==> config.mk <==
export PLATFORM = sky130hd
export DESIGN_NAME = cab_master
export DESIGN_NICKNAME = d
export VERILOG_FILES = /design/src/rtl/cab_pkg.sv /design/src/rtl/cab_master.sv
export SDC_FILE = /design/constraint.sdc
export NUM_CORES = 1
export LEC_CHECK = 0
export CORE_MARGIN = 2
export CORE_UTILIZATION = 51
export DETAILED_ROUTE_END_ITERATION = 10
export PLACE_DENSITY = 0.84
export SLEW_MARGIN = 20
export SYNTH_ARGS = -nofsm -noshare
export SYNTH_HDL_FRONTEND = slang
export SYNTH_SLANG_ARGS = --single-unit
==> constraint.sdc <==
create_clock -name clk -period 3.7 [get_ports clk]
set_input_delay 1.11 -clock clk [delete_from_list [all_inputs] [get_ports clk]]
set_output_delay 1.11 -clock clk [all_outputs]
set_load 0.01 [all_outputs]
==> src/rtl/cab_pkg.sv <==
`default_nettype none
// ============================================================================
//  Module   : cab_pkg
//  Brief    : Shared CAB definitions: FSM state encodings and request-word
//             field positions used by both cab_master and cab_slave.
//  Revision : 1.0 - initial release
// ============================================================================
package cab_pkg;

    // One-hot master states
    typedef enum logic [4:0] {
        IDLE  = 5'b00001,
        WR_LO = 5'b00010,
        WR_HI = 5'b00100,
        RD_LO = 5'b01000,
        RD_HI = 5'b10000
    } cab_state_e;

    // Address/command word field positions
    localparam int CAB_ADDR_MSB = 15;
    localparam int CAB_ADDR_LSB = 2;
    localparam int CAB_CTRL_BIT = 1;
    localparam int CAB_WR_BIT   = 0;

    // Build the first word of a command: {addr, ctrl, wr}
    function automatic logic [15:0] cab_cmd_word(input logic [13:0] addr,
                                                 input logic        ctrl,
                                                 input logic        wr);
        logic [15:0] w;
        w = '0;
        w[CAB_ADDR_MSB:CAB_ADDR_LSB] = addr;
        w[CAB_CTRL_BIT]              = ctrl;
        w[CAB_WR_BIT]                = wr;
        return w;
    endfunction

endpackage
`default_nettype wire

==> src/rtl/cab_master.sv <==
`default_nettype none
// ============================================================================
//  Module   : cab_master
//  Brief    : Host-to-CAB bridge. Serialises one 32-bit register access into
//             16-bit CAB request words; writes are posted, reads wait for two
//             ack words from the slave with a bounded timeout.
//  Revision : 1.0 - initial release
// ============================================================================
module cab_master
    import cab_pkg::*;
#(
    parameter int TO_W = 8
) (
    input  logic        clk,
    input  logic        rst_n,
    input  logic        host_req,
    input  logic        host_wr,
    input  logic [13:0] host_addr,
    input  logic        host_ctrl,
    input  logic [31:0] host_wdata,
    output logic        host_rdy,
    output logic        host_ack,
    output logic        host_err,
    output logic [31:0] host_rdata,
    output logic        cab_xx_req_vld,
    output logic [15:0] cab_xx_req_data,
    input  logic        xx_cab_ack_vld,
    input  logic [15:0] xx_cab_ack_data,
    input  logic        xx_cab_rdy
);

    // Last RD_LO count value before the timeout fires; the limit is
    // therefore 2^TO_W-1 cycles spent in RD_LO.
    localparam logic [TO_W-1:0] TO_LAST = TO_W'((2 ** TO_W) - 2);

    cab_state_e        state_q,   state_d;
    logic              req_vld_q, req_vld_d;
    logic [15:0]       req_data_q, req_data_d;
    logic              ack_q,     ack_d;
    logic              err_q,     err_d;
    logic [31:0]       rdata_q,   rdata_d;
    logic [15:0]       rd_lo_q,   rd_lo_d;
    logic [31:0]       wdata_q,   wdata_d;
    logic [TO_W-1:0]   to_cnt_q,  to_cnt_d;

    assign host_rdy        = (state_q == IDLE) && xx_cab_rdy;
    assign host_ack        = ack_q;
    assign host_err        = err_q;
    assign host_rdata      = rdata_q;
    assign cab_xx_req_vld  = req_vld_q;
    assign cab_xx_req_data = req_data_q;

    // Next-state and next-output computation; bus data defaults to zero so
    // it is only non-zero alongside a valid word.
    always_comb begin
        state_d    = state_q;
        req_vld_d  = 1'b0;
        req_data_d = 16'h0000;
        ack_d      = 1'b0;
        err_d      = 1'b0;
        rdata_d    = rdata_q;
        rd_lo_d    = rd_lo_q;
        wdata_d    = wdata_q;
        to_cnt_d   = '0;
        case (state_q)
            IDLE: begin
                // Stray ack words are ignored here
                if (host_req && host_rdy) begin
                    req_vld_d  = 1'b1;
                    req_data_d = cab_cmd_word(host_addr, host_ctrl, host_wr);
                    wdata_d    = host_wdata;
                    state_d    = host_wr ? WR_LO : RD_LO;
                end
            end
            WR_LO: begin
                req_vld_d  = 1'b1;
                req_data_d = wdata_q[15:0];
                state_d    = WR_HI;
            end
            WR_HI: begin
                // Posted write: complete with the last data word
                req_vld_d  = 1'b1;
                req_data_d = wdata_q[31:16];
                ack_d      = 1'b1;
                state_d    = IDLE;
            end
            RD_LO: begin
                if (xx_cab_ack_vld) begin
                    rd_lo_d = xx_cab_ack_data;
                    state_d = RD_HI;
                end else if (to_cnt_q == TO_LAST) begin
                    ack_d   = 1'b1;
                    err_d   = 1'b1;
                    rdata_d = 32'h0;
                    state_d = IDLE;
                end else begin
                    to_cnt_d = to_cnt_q + 1'b1;
                end
            end
            RD_HI: begin
                // Upper half must follow immediately, otherwise protocol error
                ack_d = 1'b1;
                if (xx_cab_ack_vld) begin
                    rdata_d = {xx_cab_ack_data, rd_lo_q};
                end else begin
                    err_d   = 1'b1;
                    rdata_d = 32'h0;
                end
                state_d = IDLE;
            end
            default: state_d = IDLE;
        endcase
    end

    // State and registered outputs; reset aborts any access without a pulse
    always_ff @(posedge clk or negedge rst_n) begin
        if (!rst_n) begin
            state_q    <= IDLE;
            req_vld_q  <= 1'b0;
            req_data_q <= 16'h0000;
            ack_q      <= 1'b0;
            err_q      <= 1'b0;
            rdata_q    <= 32'h0;
            rd_lo_q    <= 16'h0000;
            wdata_q    <= 32'h0;
            to_cnt_q   <= '0;
        end else begin
            state_q    <= state_d;
            req_vld_q  <= req_vld_d;
            req_data_q <= req_data_d;
            ack_q      <= ack_d;
            err_q      <= err_d;
            rdata_q    <= rdata_d;
            rd_lo_q    <= rd_lo_d;
            wdata_q    <= wdata_d;
            to_cnt_q   <= to_cnt_d;
        end
    end

endmodule
`default_nettype wire

; Word level (Yosys, flattened, before mapping)
; Index checks and enable logic that the tools add are counted.
[op_classes]
add_sub_neg = 1
eq_ne = 10
muxes = 21
n_reduce_logical = 9
[ops]
columns = operator, n
row1 = $mux 32, 3
row2 = $pmux 32 s2, 1
row3 = $pmux 16 s3, 1
row4 = $mux 8, 3
row5 = $mux 16, 1
row6 = $mux 5, 3
row7 = $pmux 5 s3, 1
row8 = $add 8x1->8 const B, 1
row9 = $eq 8x8->1 const B, 1
row10 = $pmux 1 s2, 3
row11 = $reduce_and 2->1, 3
row12 = $eq 5x1->1 const B, 1
row13 = $eq 5x2->1 const B, 1
row14 = $eq 5x3->1 const B, 1
row15 = $eq 5x4->1 const B, 1
row16 = $eq 5x5->1 const B, 1
row17 = $mux 1, 4
row18 = $mux 4, 1
row19 = $ne 2x2->1 const B, 2
row20 = $reduce_or 2->1, 2
row21 = $ne 3x3->1 const B, 1
row22 = $reduce_and 3->1, 1
row23 = $logic_and 1x1->1, 2
row24 = $ne 2x1->1 const B, 1
row25 = $reduce_bool 2->1, 1
[totals]
ff_bits = 112
input_bits = 69
output_inout_bits = 52

; Depth between registers and ports, before layout
[depth]
depth_word = 5
mapped_depth = 7
depth_no_buf = 6

; Least setup slack after synthesis
; Ideal clock, no wire load.
[synth_timing]
path_kind = flip-flop to output port
startpoint = register state_q[3]
endpoint = output port host_rdy
t_arrival_ps = 1339
setup_slack_ps = 1251
stages_incl_launch_ff = 4
path_buffers = 0
cell_sequence = dfrtp_1 > or3_1 > nor3b_1 > and2_1
[synth_via]
elab_chain_cells = 2
[synth_lines]
columns = item, line
row1 = from (decl), cab_master.sv:36  ; cab_state_e state_q, state_d;
row2 = from (signal assigned), cab_master.sv:128  ; state_q <= state_d;
row3 = $eq 5x1->1, cab_master.sv:46  ; assign host_rdy = (state_q == IDLE) && xx_cab_rdy;
row4 = $logic_and 1x1->1, cab_master.sv:46
row5 = to (decl), cab_master.sv:21  ; output logic host_rdy,
; Every way passes these cells.

; Worst setup path after layout
; Same ends and word-level chain as after synthesis.

==> flow_metrics.tcl <==
set metrics [dict create \
    final_routed_wire_length_divided_by_cell_count_um 17.0 \
    period_share_pct 95.8 \
    gp_weighted_congestion 0.798 \
    crit_path_start_kind "register" \
    rsz0062_at_grt "false" \
    fp.coreArea_sq_um 8260 \
    grt_antenna_before_repair 0 \
    cts_sinks 112 \
    powerDensity_nw_per_um2 634 \
    holdCritPathClass "reg2reg" \
    syn_area_per_cell_sq_um 14.5 \
    finalWorstPathRequiredPeriod_ns 3.54 \
    cts_resized 0 \
    design.final.nets 492 \
    clock_tree_root_driver_cell "sky130_fd_sc_hd__clkbuf_8" \
    drt_iter0_drc 130 \
    dominant_cells_by_area_after_synthesis "sky130_fd_sc_hd__dfrtp_1 64%, sky130_fd_sc_hd__mux2_2 10%, sky130_fd_sc_hd__a22o_1 6.4%" \
    post-cts-setup-buffers 0 \
    reg2reg_setup_slack_ns 1.54 \
    fp-row-count 33 \
    clkTransAtPathRegs_ns 0.10 \
    detail_route.first_pass.iterations 7 \
    yosysMostFrequentCell "sky130_fd_sc_hd__dfrtp_1" \
    netlist-cell-type-count 32 \
    grt_start_max_net_pins 48 \
    layoutNonFillerInstCount 531 \
    slew-limit-headroom_pct 47.8 \
    cts_max_path_buffers 2 \
    cells_along_the_critical_path "or3_1 > nor3b_1 > and2_1 > clkdlybuf4s50_1" \
    cts.htree.levels 3 \
    io_buffers 120 \
    synth.top_cells.by_count "111 x sky130_fd_sc_hd__dfrtp_1, 39 x sky130_fd_sc_hd__mux2_2, 32 x sky130_fd_sc_hd__a22o_1, 20 x sky130_fd_sc_hd__inv_1" \
    worst_skew_pair.late_latency_ns 0.36 \
    post_route_cells_drive_above_1_share_pct 18.3 \
    top_level_ports 121 \
    maxClockFrequency_mhz 282 \
    cp_peak_stage_delay_ns 0.53 \
    antenna_cells_inserted 0 \
    post_synthesis_compound_gate_area_fraction_pct 10.8 \
    post_cts_hold_buffer_count 0 \
    tritoncts "done" \
    synth-warning-count 0 \
    cts-buffers-inserted 9 \
    postRouteAntennaNets 0 \
    dominant_combinational_cell_family_by_area_after_synthesis "multiplexers" \
    async_flop_share_pct 100 \
    synth_top_cell_area_share_pct 63.8 \
    wire_length_of_the_first_global_routing_pass_um 14500 \
    area_added_between_synthesis_and_finish_pct 34.2 \
    cpLargestDelayFamily "simple AND/OR/NAND/NOR gates" \
    synthDominantAreaCellType "sky130_fd_sc_hd__dfrtp_1" \
    edff_count_synth 0 \
    grt_use_total_pct 20.6 \
    post_synth_and_or_nand_nor_area_fraction_pct 5.43 \
    synth_nets 372 \
    timing.critical_path.required_ns 2.59 \
    postSynthRegisterBits 112 \
    synth_mux_area_share_pct 13.2 \
    timing.critical_path.fanout_max 4 \
    max_cap_viols 0 \
    globalRoute.totalOverflow 0 \
    worst-setup-path-type "reg2out" \
    routed_via_density 5.52 \
    die_h_um 96.4 \
    cpMaxStageDelayCell "sky130_fd_sc_hd__clkdlybuf4s50_1" \
    cp_data_arrival_time_ns 2.43 \
    final-max-slew-violation-count 0 \
    drc 0 \
    sort_of_element_at_the_end_of_the_critical_path "primary output" \
    adder_cell_share_of_the_synthesized_area_pct 0.575 \
    final.setup.tns_ns 0 \
    peakVddDrop_v 0.000288 \
    post-layout-total-power_uw 3700 \
    setup_viol 0 \
    total_leakage_power_uw 0.00268 \
    drt-total-wl_um 9030 \
    first_global_vias 3038 \
    floorplan.die.width_um 96.4 \
    critical_path_buf_inv_count 1 \
    tightestPinTransition_ns 0.783 \
    ys_dominant_reg_cell "sky130_fd_sc_hd__dfrtp_1" \
    placed_cells 515 \
    start_util_pct 52.7 \
    outcome "complete, no violations" \
    xor_and_xnor_fraction_of_the_mapped_netlist_area_pct 1.21 \
    total_via_count_after_detailed_routing 2931 \
    synthesis.area_sq_um 4350 \
    die_area_sq_um 9290 \
    post-dp-hpwl_um 6200 \
    synth_sequential_area_ratio_pct 64.4 \
    fin_worst_skew_ns 0.00920 \
    post_synth_inst_count 301 \
    report.final.hold_viol_count 0 \
]
==> cell usage in the layout (no fill, tap or decap), drive strengths merged <==
cell type      synthesis  routed
a22o                  32      32
xnor2                  4       4
or3                    4       4
o21ai                  2       2
nor2                  16      16
nand4b                 1       1
nor3b                  3       3
or4                    1       1
ha                     2       2
clkdlybuf4s50          0     119
inv                   20      22
and2                   4       4
dfstp                  1       1
buf                   15       8
mux2                  48      48
nand2b                 2       2
nand2                  3       3
o311ai                 1       1
a222oi                16      16
xor2                   2       2
nor3                   1       1
clkinvlp               0       1
nand4                  1       1
clkinv                 0       2
nor4                   2       2
clkbuf                 3      11
a21boi                 1       1
nand3                  5       5
dfrtp                111     111
==> worst paths after layout <==
kind                                 endpoint  startpoint  cells past startpoint
max                                  host_rdy  state_q[3]                      4
min                        cab_xx_req_data[6]  wdata_q[6]                      2
max reg2reg                    host_rdata[21]  state_q[4]                      6
min reg2reg                cab_xx_req_data[6]  wdata_q[6]                      2
max in group asynchronous         wdata_q[10]       rst_n                      2
min in group asynchronous      host_rdata[17]       rst_n                      1
==> cell families after synthesis <==
group,count (synthesis)
mux,48
xor+xnor,6
simple gates,43
flops,112
buf+inv,38
compound gates,52
fa+ha+maj,2
==> worst min-delay path: stages, from the launching register on <==
cell and delay (ns):
sky130_fd_sc_hd__dfrtp_1 0.35, sky130_fd_sc_hd__a222oi_1 0.06, sky130_fd_sc_hd__inv_1 0.05
==> report_power, final <==
group          internal [uW]  switching (uW)
clock network            287             402
logic                    726             401
registers               1650             238
==> sequential cells by signal, indices dropped and copies added (netlist names) <==
signal           count
host_rdata          32
wdata_q             32
cab_xx_req_data     16
rd_lo_q             16
to_cnt_q             8
state_q              5
cab_xx_req_vld       1
host_ack             1
host_err             1
==> layout make-up <==
class                   instances  area, sq um
clock buffers                  11          151
clock inverters                 5         38.8
fillers                       592         2410
inverters                      20         75.1
multi-input cells             151         1370
flip-flops and latches        112         2800
well taps                     105          131
repair buffers                127         1280
==> stage by stage <==
stage / hold slack [ns] / utilization [%] / setup slack, ns / cell area (sq um)
floorplan: 0.455 / - / 1.25 / 4350
global placement: 0.466 / 68.5 / 0.360 / 5650
detailed placement: 0.472 / 68.5 / 0.352 / 5650
CTS: 0.495 / 70.8 / 0.138 / 5840
global route: 0.518 / 70.8 / 0.0565 / 5840
finish: 0.487 / 70.8 / 0.156 / 5840
==> per-layer routing <==
| layer | GRT usage, % | vias to the layer above | wire length, um |
|---|---|---|---|
| li1 | - | 1331 | - |
| met1 | 27.8 | 1459 | 3990 |
| met5 | 0 | - | 0 |
| met2 | 31.6 | 124 | 4100 |
| met3 | 6.05 | 17 | 779 |
| met4 | 8.45 | 0 | 157 |
No activity file was read; power rests on OpenSTA's default activity.
